--- config.mk ---
export PLATFORM = sky130hd
export DESIGN_NAME = ripple_count_sequencer
export DESIGN_NICKNAME = d
export VERILOG_FILES = /design/src/rtl/ripple_count_sequencer.sv
export SDC_FILE = /design/constraint.sdc
export NUM_CORES = 1
export LEC_CHECK = 0
export ABC_AREA = 1
export CAP_MARGIN = 20
export CORE_UTILIZATION = 40
export CTS_BUF_LIST = sky130_fd_sc_hd__clkbuf_4 sky130_fd_sc_hd__clkbuf_8
export CTS_CLUSTER_DIAMETER = 150
export DETAILED_ROUTE_END_ITERATION = 8
export SLEW_MARGIN = 20
export SYNTH_ARGS = -nofsm -noshare
export SYNTH_HDL_FRONTEND = slang
export SYNTH_SLANG_ARGS = --single-unit
--- constraint.sdc ---
create_clock -name clk -period 2.1 [get_ports clk]
set_clock_uncertainty 0.1 [all_clocks]
set_input_delay 0.42 -clock clk [delete_from_list [all_inputs] [get_ports clk]]
set_output_delay 0.42 -clock clk [all_outputs]
set_load 0.01 [all_outputs]
--- src/rtl/ripple_count_sequencer.sv ---
// Sequencer for an external ripple up-counter: clears it, issues count pulses,
// waits out ripple settling after each one and checks the sampled value against a shadow count.
module ripple_count_sequencer #(
    parameter int W          = 4,
    parameter int CLR_CYC    = 2,
    parameter int TICK_W     = 1,
    parameter int SETTLE_CYC = 4,
    parameter int VAL_INV    = 1
) (
    input  logic         clk,
    input  logic         rst,
    input  logic         start,
    input  logic         abort,
    input  logic [W-1:0] target,
    input  logic [W-1:0] cnt_val,
    output logic         cnt_rst_n,
    output logic         cnt_tick,
    output logic         busy,
    output logic         done,
    output logic         err,
    output logic [W-1:0] count_out
);

    localparam int MAX_A = (CLR_CYC > TICK_W) ? CLR_CYC : TICK_W;
    localparam int MAX_C = (MAX_A > SETTLE_CYC) ? MAX_A : SETTLE_CYC;
    localparam int CW    = $clog2(MAX_C + 1);

    localparam logic [CW-1:0] CLR_LAST    = CW'(CLR_CYC - 1);
    localparam logic [CW-1:0] TICK_LAST   = CW'(TICK_W - 1);
    localparam logic [CW-1:0] SETTLE_LAST = CW'(SETTLE_CYC - 1);

    typedef enum logic [2:0] {
        S_IDLE,
        S_CLEAR,
        S_TICK_HI,
        S_TICK_LO,
        S_SETTLE,
        S_CHECK,
        S_DONE
    } state_t;

    state_t         state_q, state_d;
    logic [CW-1:0]  cyc_q, cyc_d;
    logic [W-1:0]   tgt_q, tgt_d;
    logic [W-1:0]   shadow_q, shadow_d;
    logic           err_d;
    logic [W-1:0]   count_d;
    logic [W-1:0]   dec;

    function automatic logic [W-1:0] decode_val(input logic [W-1:0] v);
        return (VAL_INV != 0) ? ~v : v;
    endfunction

    always_comb begin
        state_d  = state_q;
        cyc_d    = cyc_q + 1'b1;
        tgt_d    = tgt_q;
        shadow_d = shadow_q;
        err_d    = err;
        count_d  = count_out;
        dec      = decode_val(cnt_val);

        case (state_q)
            S_IDLE: begin
                cyc_d = '0;
                if (start) begin
                    tgt_d    = target;
                    shadow_d = '0;
                    err_d    = 1'b0;
                    state_d  = S_CLEAR;
                end
            end
            S_CLEAR: begin
                if (cyc_q == CLR_LAST) begin
                    state_d = S_SETTLE;
                    cyc_d   = '0;
                end
            end
            S_TICK_HI: begin
                if (cyc_q == TICK_LAST) begin
                    state_d  = S_TICK_LO;
                    cyc_d    = '0;
                    shadow_d = shadow_q + 1'b1;
                end
            end
            S_TICK_LO: begin
                if (cyc_q == TICK_LAST) begin
                    state_d = S_SETTLE;
                    cyc_d   = '0;
                end
            end
            S_SETTLE: begin
                if (cyc_q == SETTLE_LAST) begin
                    state_d = S_CHECK;
                    cyc_d   = '0;
                end
            end
            S_CHECK: begin
                // cnt_val is only trusted here, after the settle window has elapsed
                cyc_d   = '0;
                count_d = dec;
                if (dec != shadow_q) begin
                    err_d   = 1'b1;
                    state_d = S_DONE;
                end else if (shadow_q == tgt_q) begin
                    state_d = S_DONE;
                end else begin
                    state_d = S_TICK_HI;
                end
            end
            S_DONE: begin
                cyc_d   = '0;
                state_d = S_IDLE;
            end
            default: begin
                cyc_d   = '0;
                state_d = S_IDLE;
            end
        endcase

        // Abort overrides every transition, including a start in IDLE
        if (abort) begin
            state_d  = S_IDLE;
            cyc_d    = '0;
            tgt_d    = tgt_q;
            shadow_d = shadow_q;
            err_d    = err;
            count_d  = count_out;
        end
    end

    // Control state and flop-driven counter interface, decoded from the next state
    always_ff @(posedge clk or posedge rst) begin
        if (rst) begin
            state_q   <= S_IDLE;
            cyc_q     <= '0;
            err       <= 1'b0;
            count_out <= '0;
            cnt_rst_n <= 1'b0;
            cnt_tick  <= 1'b0;
            busy      <= 1'b0;
            done      <= 1'b0;
        end else begin
            state_q   <= state_d;
            cyc_q     <= cyc_d;
            err       <= err_d;
            count_out <= count_d;
            cnt_rst_n <= (state_d != S_CLEAR);
            cnt_tick  <= (state_d == S_TICK_HI);
            busy      <= (state_d != S_IDLE);
            done      <= (state_d == S_DONE);
        end
    end

    // Target and shadow are always reloaded on an accepted start
    always_ff @(posedge clk) begin
        tgt_q    <= tgt_d;
        shadow_q <= shadow_d;
    end

endmodule

; Word level (Yosys, flattened, before mapping)
; Cells that the tools add are included.
[classes]
n_addsub = 2
n_reduce_logical = 10
mux = 20
bitwise_logic = 2
eq_ne = 15
[ops]
columns = op, n
row1 = 3-bit 2-to-1 mux, 12
row2 = 3-bit one-hot mux with 6 select lines, 1
row3 = 3-bit by 2-bit == test with 1-bit output (second input constant), 4
row4 = 3-bit == test (second input constant), 3
row5 = 3-bit one-hot mux with 3 select lines, 1
row6 = 4-bit 2-to-1 mux, 2
row7 = 4-bit one-hot mux with 2 select lines, 1
row8 = 4-bit AND reduction, 2
row9 = 3-bit by 1-bit == test with 1-bit output (second input constant), 2
row10 = 3-bit logical NOT, 2
row11 = 2-bit != test (second input constant), 3
row12 = 4-bit by 1-bit adder with 4-bit output (second input constant), 1
row13 = 4-bit == test, 1
row14 = 4-bit != test, 1
row15 = 4-bit NOT, 1
row16 = 2-bit nonzero test, 2
row17 = 3-bit by 1-bit adder with 3-bit output (second input constant), 1
row18 = 3-bit by 1-bit != test with 1-bit output (second input constant), 1
row19 = 3-bit AND reduction, 1
row20 = 3-bit nonzero test, 1
row21 = 1-bit 2-to-1 mux, 2
row22 = 1-bit one-hot mux with 2 select lines, 1
row23 = 2-bit AND reduction, 1
row24 = 2-bit OR reduction, 1
row25 = 1-bit NOT, 1
[totals]
word_cells = 59
input_bits = 12
ff_bits = 23
output_inout_bits = 9

; Longest topological paths before layout
; Gate-level depths: netlist of run 1.
[logic_depth]
ltp_word = 6
ltp_mapped = 10
depth_no_buf = 10

; Worst setup path before layout of run 1
; Ideal clock, no wire load.
[synth_timing]
path_type = register to register
startpoint = register cyc_q[0]
endpoint = register shadow_q[0], enable pin
setup_time_ns = 0.339
path_stages_with_launch = 7
synth_period_minus_slack_ns = 1.540
path_buffers = 0
arrival_time_ns = 1.101
path_slack_ns = 0.560
t_required_ns = 1.661
path_cell_list = dfrtp_1 > inv_1 > ha_1 > nand2_1 > inv_1 > nand3_1 > a21oi_1
[synth_via]
elab_chain_len = 3
[synth_rtl]
columns = item, line_no
row1 = start: declaration, 43  ; logic [CW-1:0] cyc_q, cyc_d;
row2 = start signal: assignment, 145  ; cyc_q <= cyc_d;
row3 = 3-bit logical NOT, 80  ; if (cyc_q == TICK_LAST) begin
row4 = 2-bit != test (no source line), n/a
row5 = 4-bit AND reduction (no source line), n/a
row6 = end signal: assignment, 158  ; shadow_q <= shadow_d;
row7 = end: declaration, 45  ; logic [W-1:0] shadow_q, shadow_d;
; Every way passes these cells.
; A chain may end at the register's enable or synchronous reset.

; Worst setup path in the final report of run 1
[layout_timing]
startpoint = register cyc_q[0]
endpoint = register shadow_q[2], enable pin
; Same word-level chain as after synthesis.

==> impl_results.md, run 1 <==
- Outcome: finished, violations left
- Failing checks: design-rule violations
- Top cells by area, synth: dfrtp_1 (31%), edfxtp_1 (20%), nand2_1 (15%)
- Final worst slack: roughly 360 ps
- Hold slack: 359 ps
- Antenna viol nets, final: 0
- Syn Inst Count: roughly 160
- Largest net degree at the start of global routing: 16
- Initial Utilization: 43.1%
- Drt pass-1 iters: 6
- Worst flop-to-flop path endpoint: shadow_q[2]
- GPL Wtd Cong: 0.899
- Total setup buffers inserted after CTS: 0
- Max_cap viols: 0
- Mean routed wirelength per cell: 10.3 microns
- Die H: approximately 57 microns
- CTS tree: yes
- Worst-Margin Slew: 572 ps
- Startpoint types: flip-flop
- Slowest-stage cell, CP: dfrtp_1
- CP cell instances: inv_1 > ha_1 > nand2_1 > inv_1 > nand3_1 > a21oi_1
- CTS max path bufs: 2
- Syn_area_per_cell: 7.86 sq um
- Floorplan row count: 19
- Share of the synthesized area in the top cell type: 30.8%
- Final Hold Fails: 0
- CP Capture Type: flip-flop
- H-tree lvl count: 1
- R2R setup slack: 360 ps
- Clock-pin slew on the worst setup and hold paths: 120 ps
- Worst skew pair latency: 300 ps
- Global-route wire length before repair: just under 4 mm
- CP endpoint: shadow_q[2]
- Total power: 858 uW
- CP Data Arrival Time: 1610 ps
- Initial DRC Count: 40
- DIE AREA: 3270 sq um
- Layout cells sized above 1: 3.87%
- Synth warn: 0
- Hold buffer count at cts: 0
- Post-place setup slack: around 220 ps
- Pwr Density: roughly 570 nW/um^2
- Initial antenna violation count: 0
- Tot GR Track Use: 15.5%
- Root Buffer: clkbuf_4
- Via density: around 4.8
- Drt total wl: 2.18 mm
- I/O pin total: 21
- Count of pins over their slew limit: 0
- Endpoints failing setup: 0
- Mapped Nets: 173
- Number of global-route vias before repair: roughly 940
- Core box area: 2830 sq um
- Crit-path max FO: 4
- Post-synth top area cell: dfrtp_1
- Layout net count: 200
- Netlist cell types: 16
- Post-Syn Area: 1220 sq um
- Dominant cell by count in the synthesized netlist: nand2_1
- CP required: 1970 ps
- Number of flops mapped to enable cells by yosys: 8
- Post-DP HPWL: 1.75 mm
- Ys async rst share: 65.2%
- CP Launch Point: cyc_q[0]
- Kind of critical path: reg2reg
- Cell mode on critical path: inv_1
- Top cells by count, synth: nand2_1 (48), inv_1 (28), nor2_1 (22)
- CP peak stage delay: 430 ps
- ANT cells: 0
- Sequential fraction of the synthesis area: 50.5%
- Port Buffers: 20
- FMAX: 574 MHz
- Post-Route Setup TNS: 0 ps
- Total leakage power: 0.766 nW
- GRT overflow: 0
- Max-Slew Margin vs Limit: 61.8%
- HP Class: in2async
- Num Clock Sinks: 23
- DRC: 2
- Die width: 57.2 microns
- Reg2Reg Depth: 6
- Reg2reg start: cyc_q[0]
- RSZ-0062 raised after global routing: false
- Primary FF master, synth: dfrtp_1
- Vias: around 1,000
- Worst IR Drop VDD: 248 uV
- Area Growth Syn to Fin: 23.3%
- Cts bufs inserted: 3
- Min Tclk post-route: 1740 ps
- Seq cells post-synth: 23
- Final worst path period share: 82.9%
- Post-CTS sizing: 0
==> cell families (layout without fill, tap and decap cells) <==
family / Yosys count / in the layout / synth area share, %
buffers and inverters: 28 / 54 / 8.62
adders and majority gates: 6 / 6 / 6.16
DFF: 23 / 23 / 50.5
xor gates and xnor gates: 1 / 1 / 0.719
AOI/OAI and AO/OA: 19 / 19 / 8.62
and+or+nand+nor: 78 / 78 / 25.4
==> how the worst min path moves through the flow <==
stage / startpoint / end / slack, ps / cells after the start
4_1_cts: rst / state_q[1] / 380 / 2
6_report: rst / state_q[1] / 360 / 2
3_5_place_dp: count_out[1] / count_out[1] / 380 / 2
5_1_grt: rst / cnt_rst_n / 420 / 2
3_3_place_gp: count_out[0] / count_out[0] / 370 / 2
2_1_floorplan: rst / busy / 220 / 1
==> final cells by class <==
class / instances / area, sq um
Multi-Input combinational cell: 104 / 498
Tap cell: 31 / 38.8
Sequential cell: 23 / 616
Clock buffer: 4 / 30.0
Timing Repair Buffer: 22 / 215
Fill cell: 268 / 1330
Inverter: 28 / 105
==> placed cells by master (no fill, tap or decap), drive strengths merged <==
master and count:
o21ai 9, clkbuf 4, clkdlybuf4s50 20, dfrtp 15, o31ai 1, buf 2
nand4 1, a31oi 2, nand3 7, inv 28, nor2 22, nand2 48
ha 6, o21bai 2, a21oi 5, xnor2 1, edfxtp 8
==> stage by stage <==
stage	cells	area (sq um)	utilization, %
floorplan	155	1220	-
global placement	208	1470	52.1
detailed placement	208	1470	52.1
CTS	212	1500	53.1
global route	212	1500	53.1
finish	212	1500	53.1
==> worst max-delay path, delay by kind of cell, from the launching register on <==
| family | cells | cell delay [ps] |
|---|---|---|
| adders and majority gates | 1 | 130 |
| and+or+nand+nor | 2 | 210 |
| AOI/OAI and AO/OA | 1 | 390 |
| buffers and inverters | 2 | 160 |
| DFF | 1 | 430 |
==> layer usage <==
metal  wire, microns  global-route usage, %
met3             119                   3.40
met4              35                   5.23
met1            1100                   22.0
met5               0                      0
met2             924                   23.7
==> registers in the layout, indices dropped and copies added (netlist names) <==
register and count:
cnt_tick 1, busy 1, state_q 3, cnt_rst_n 1, shadow_q 4, done 1
tgt_q 4, count_out 4, cyc_q 3, err 1
==> power by group <==
part | switching (mW) | total [mW] | internal (mW)
Clock | 0.125 | 0.212 | 0.0869
Sequential | 0.0158 | 0.505 | 0.489
Combinational | 0.0723 | 0.140 | 0.0680
No activity file was read; power rests on OpenSTA's default activity.
==> inputs of run 2 (changes only) <==
- PLACE_DENSITY: unset -> 0.66
- clock period: 2.1 -> 1.6 ns (I/O delays scaled with it)
==> impl_results.md, run 2 (synthesis gave the netlist of run 1 again) <==
- RSZ-0062 raised after global routing: true
- Pwr Density: 715 nW/um^2
- ANT cells: 0
- H-tree lvl count: 1
- Met2 WL post-DR: 1.28 mm
- Root Buffer: clkbuf_4
- Port Buffers: 20
- Die H: 57.2 microns
- Drt total wl: 2.59 mm
- Biggest regs: count_out x4, shadow_q x4, tgt_q x4
- Initial DRC Count: 35
- Worst skew pair latency: 320 ps
- Startpoint types: flip-flop
- Tot GR Track Use: approximately 17%
- DIE AREA: approximately 3300 sq um
- Max-Slew Margin vs Limit: 84.2%
- Post-place setup slack: -148 ps
- Crit-path max FO: 4
- DRC: 6
- Drt pass-1 iters: 6
- Slowest-stage cell, CP: dfrtp_1
- CTS tree: yes
- Uppermost layer routed: met4
- Layout cells sized above 1: 19.0%
- Mean routed wirelength per cell: between 10 and 15 microns
- CTS max path bufs: 2
- Hold slack: 199 ps
- Worst IR Drop VDD: just under 300 uV
- Endpoints failing setup: 0
- CP cell instances: inv_2 > ha_4 > nand2_2 > inv_2 > nand3_2 > a21oi_2 > buf_6
- FMAX: 632 MHz
- Via density: 4.87
- Worst-Margin Slew: ~240 ps
- Layout net count: 208
- Met3 wire len: 123 microns
- Cts bufs inserted: 3
- Failing checks: design-rule violations
- Post-DP HPWL: 1.89 mm
- Core box area: 2830 sq um
- Clock-pin slew on the worst setup and hold paths: 120 ps
- CP peak stage delay: 420 ps
- Final worst slack: 19.0 ps
- I/O pin total: 21
- Floorplan row count: 19
- Vias: 1,072
- GPL Wtd Cong: between 0.8 and 0.9
- Final Hold Fails: 0
- Initial Utilization: 43.1%
- Kind of critical path: reg2reg
- Number of global-route vias before repair: 968
- Area Growth Syn to Fin: 34.0%
- GRT overflow: 0
- Num Clock Sinks: 23
- Cell mode on critical path: inv_2
- Filler cells: 262
- Count of pins over their slew limit: 0
- Most common cell after layout, fill and taps aside: nand2_1
- Initial antenna violation count: 0
- Min Tclk post-route: 1580 ps
- Global-route wire length before repair: 4.15 mm
- Largest net degree at the start of global routing: 16
- CP Capture Type: flip-flop
- Max_cap viols: 0
- Most frequent cells in the layout: nand2_1 (43), inv_1 (25), nor2_1 (19), dfrtp_1 (14), clkdlybuf4s50_1 (11)
- CP required: 1550 ps
- Met1 WL: 1.13 mm
- CP Data Arrival Time: 1530 ps
- Outcome: finished, violations left
- HP Class: in2async
- Final worst path period share: slightly below 100%
- Antenna viol nets, final: 0
- Die width: 57.2 microns
- Total leakage power: ~0.85 nW
==> run 2: layout make-up <==
class / instances / area, sq um / area share [%]
clock buffers: 4 / 30.0 / 1.84
inverters: 28 / 105 / 6.44
multi-input cells: 104 / 571 / 34.9
flip-flops and latches: 23 / 617 / 37.8
well taps: 31 / 38.8 / 2.38
repair buffers: 30 / 272 / 16.6
==> run 2: timing repair <==
action | CTS | global route
buffers inserted | 1 | 0
endpoints found under the setup margin | 14 | 12
hold buffers | 0 | 0
endpoints found under the hold margin | 0 | 0
pin swaps | 1 | 14
gates resized for setup | 11 | 25
==> run 2: metal layers <==
metal	up-vias	track usage [%]
met2	26	28.9
met5	-	0
met3	5	2.95
met1	493	20.7
met4	0	7.32
li1	548	-
==> run 2: path summary, 6_finish.rpt <==
path,slack [ps],cells past startpoint,from,endpoint
setup / recovery,20,7,cyc_q[1],shadow_q[2]
hold / removal,200,3,rst,done
setup reg to reg,20,7,cyc_q[1],shadow_q[2]
hold reg to reg,400,2,count_out[1],count_out[1]
max in group asynchronous,1010,3,rst,state_q[2]
min in group clk,400,2,count_out[1],count_out[1]
==> run 2: worst max-delay path, delay by kind of cell (launching register included) <==
kind / cells / cell delay (ps)
adders and majority gates: 1 / 140
AOI/OAI and AO/OA: 1 / 170
DFF: 1 / 420
and+or+nand+nor: 2 / 160
buffers and inverters: 3 / 320
==> run 2: through the flow <==
step                      setup TNS [ps]  instances  total power [mW]  instance area (sq um)  util (%)
final                                  0        220              1.17                   1630      57.7
after global routing                -231        220              1.24                   1630      57.7
after CTS                              0        220              1.17                   1550      54.9
after detailed placement            -647        215             0.880                   1530      53.9
after global placement              -563        215             0.874                   1530      53.9
after floorplan                        0        155             0.770                   1220         -
==> run 2: power breakdown <==
group	internal (mW)	leakage (nW)	switching, mW
registers	0.642	0.277	0.0216
logic	0.103	0.550	0.111
clock network	0.115	0.0184	0.175
==> inputs of run 3 (changes only) <==
- CORE_ASPECT_RATIO: unset -> 1.25
- CORE_UTILIZATION: 40 -> 49
- CTS_CLUSTER_SIZE: unset -> 16
- PLACE_DENSITY: 0.66 -> 0.78
==> impl_results.md, run 3 (synthesis gave the netlist of run 1 again) <==
- Filler cells: 204
- Worst IR Drop VDD: 548 uV
- DIE AREA: about 2700 sq um
- Layout cells sized above 1: 18.1%
- CP peak stage delay: 440 ps
- Final worst path period share: a little over nine tenths
- Max_cap viols: 0
- FMAX: 649 MHz
- Kind of critical path: reg2reg
- CTS tree: yes
- CP required: 1550 ps
- ANT cells: 0
- Final Hold Fails: 0
- Root Buffer: clkbuf_4
- H-tree lvl count: 1
- Die H: 57.8 microns
- Initial antenna violation count: 0
- Slowest-stage cell, CP: dfrtp_1
- GPL Wtd Cong: between 0.9 and 1
- Crit-path max FO: 4
- Drt total wl: 2.55 mm
- FF/Latch Area: 617 sq um
- Multi-input logic area: 548 sq um
- Max-Slew Margin vs Limit: between 80% and 90%
- Sw Ratio: 26.6%
- RSZ-0062 raised after global routing: true
- Vias: between 1,000 and 1,500
- Clock power frac: 25.1%
- Worst skew pair latency: 320 ps
- Number of global-route vias before repair: 1,026
- CP cell instances: inv_1 > ha_1 > nand2_2 > inv_2 > nand3_2 > a21oi_2 > buf_4
- Gr busiest metal: met2
- CP Launch Point: cyc_q[0]
- Most frequent cells in the layout: nand2_1 (43), inv_1 (27), nor2_1 (18), dfrtp_1 (14), buf_4 (14)
- DRC: 0
- Drt pass-1 iters: 4
- Worst-Margin Slew: 242 ps
- Via density: 4.91
- Endpoints failing setup: 0
- Reg2reg start: cyc_q[0]
- CP Capture Type: flip-flop
- Final Cell Area: 1630 sq um
- Floorplan row count: 19
- Count of pins over their slew limit: 0
- GRT overflow: 0
- Grt met2 use: 38.1%
- Part of the power in registers: 56.2%
- Largest net degree at the start of global routing: 16
- Most common cell after layout, fill and taps aside: nand2_1
- Startpoint types: flip-flop
- Util after Layout: 71.5%
- Layout net count: 212
- Pwr Density: 719 nW/um^2
- Die width: 46.6 microns
- Global-route wire length before repair: roughly 4.0 mm
- Core box area: between 2000 and 2500 sq um
- Num Clock Sinks: 23
- Power share of the combinational group: 18.7%
- Mean routed wirelength per cell: 11.4 microns
- Antenna viol nets, final: 0
- Outcome: finished clean
- Sw power: roughly 310 uW
- CTS max path bufs: 2
- Initial DRC Count: 26
- HP Class: in2async
- Initial Utilization: 53.4%
- Met3 Use GR: 3.12%
- CP Data Arrival Time: 1500 ps
- Biggest regs: count_out x4, shadow_q x4, tgt_q x4
- Area Growth Syn to Fin: 34.0%
- Met1 usage: 22.0%
- Post-DP HPWL: 1.91 mm
- Power Internal: 861 uW
- Min Tclk post-route: 1540 ps
- Clock-pin slew on the worst setup and hold paths: around 130 ps
- Tot GR Track Use: 21.2%
- Port Buffers: 20
- Total leakage power: 0.857 nW
- Cts bufs inserted: 3
- I/O pin total: 21
- Dpl cell area: 1530 sq um
-- run 3: changes by cell type in the layout (fill, tap and decap cells not counted), moves of 2 or more --
cell	delta
buf_6	-2
nand3_2	-2
nand3_1	+2
inv_1	+2
ha_1	+2
buf_4	+6
inv_2	-2
-- run 3: worst max-delay path, delay by kind of cell, from the launching register on --
family          cells  cell delay (ps)
compound gates      1              140
flops               1              440
simple gates        2              160
buf+inv             3              290
fa+ha+maj           1              150
-- run 3: area by class of cell --
| cell class | count | area share (%) |
|---|---|---|
| Sequential cell | 23 | 37.8 |
| Inverter | 28 | 6.44 |
| Tap cell | 31 | 2.38 |
| Clock buffer | 4 | 1.84 |
| Multi-Input combinational cell | 104 | 33.6 |
| Timing Repair Buffer | 34 | 18.0 |
-- run 3: worst paths after layout --
check                          endpoint  slack (ps)  cells past startpoint
setup / recovery            shadow_q[3]          60                      7
hold / removal               state_q[1]         200                      3
setup reg to reg            shadow_q[3]          60                      7
hold reg to reg            count_out[3]         390                      2
max in group asynchronous    state_q[2]        1020                      3
min in group clk           count_out[3]         390                      2
-- run 3: metrics by stage --
stage / setup slack, ps / hold WS, ps / instances / power [mW] / setup TNS [ps]
final: 59.1 / 195 / 224 / 1.17 / 0
after global routing: -37.8 / 225 / 224 / 1.23 / -146
after CTS: 10.6 / 208 / 219 / 1.16 / 0
after detailed placement: -163 / 375 / 215 / 0.880 / -547
after global placement: -126 / 369 / 215 / 0.871 / -418
after floorplan: 60.1 / 121 / 155 / 0.770 / 0
-- run 3: power groups by stage --
stage	registers, mW	clock network [mW]	logic (mW)
2_1_floorplan	0.680	0	0.0904
3_3_place_gp	0.674	0	0.197
3_5_place_dp	0.676	0	0.204
4_1_cts	0.663	0.298	0.195
5_1_grt	0.663	0.320	0.246
6_report	0.659	0.295	0.219
-- run 3: routing by layer --
layer	routed length, microns	part of all wire, %
met1	1010	40
met2	1390	55
met3	93	3.6
met4	53	2.1
met5	0	0
-- run 3: what timing repair did --
item / CTS / global route
buffers inserted: 0 / 5
resized for setup: 12 / 17
hold buffers: 0 / 0
setup endpoints to repair: 12 / 11
pin swaps: 0 / 8
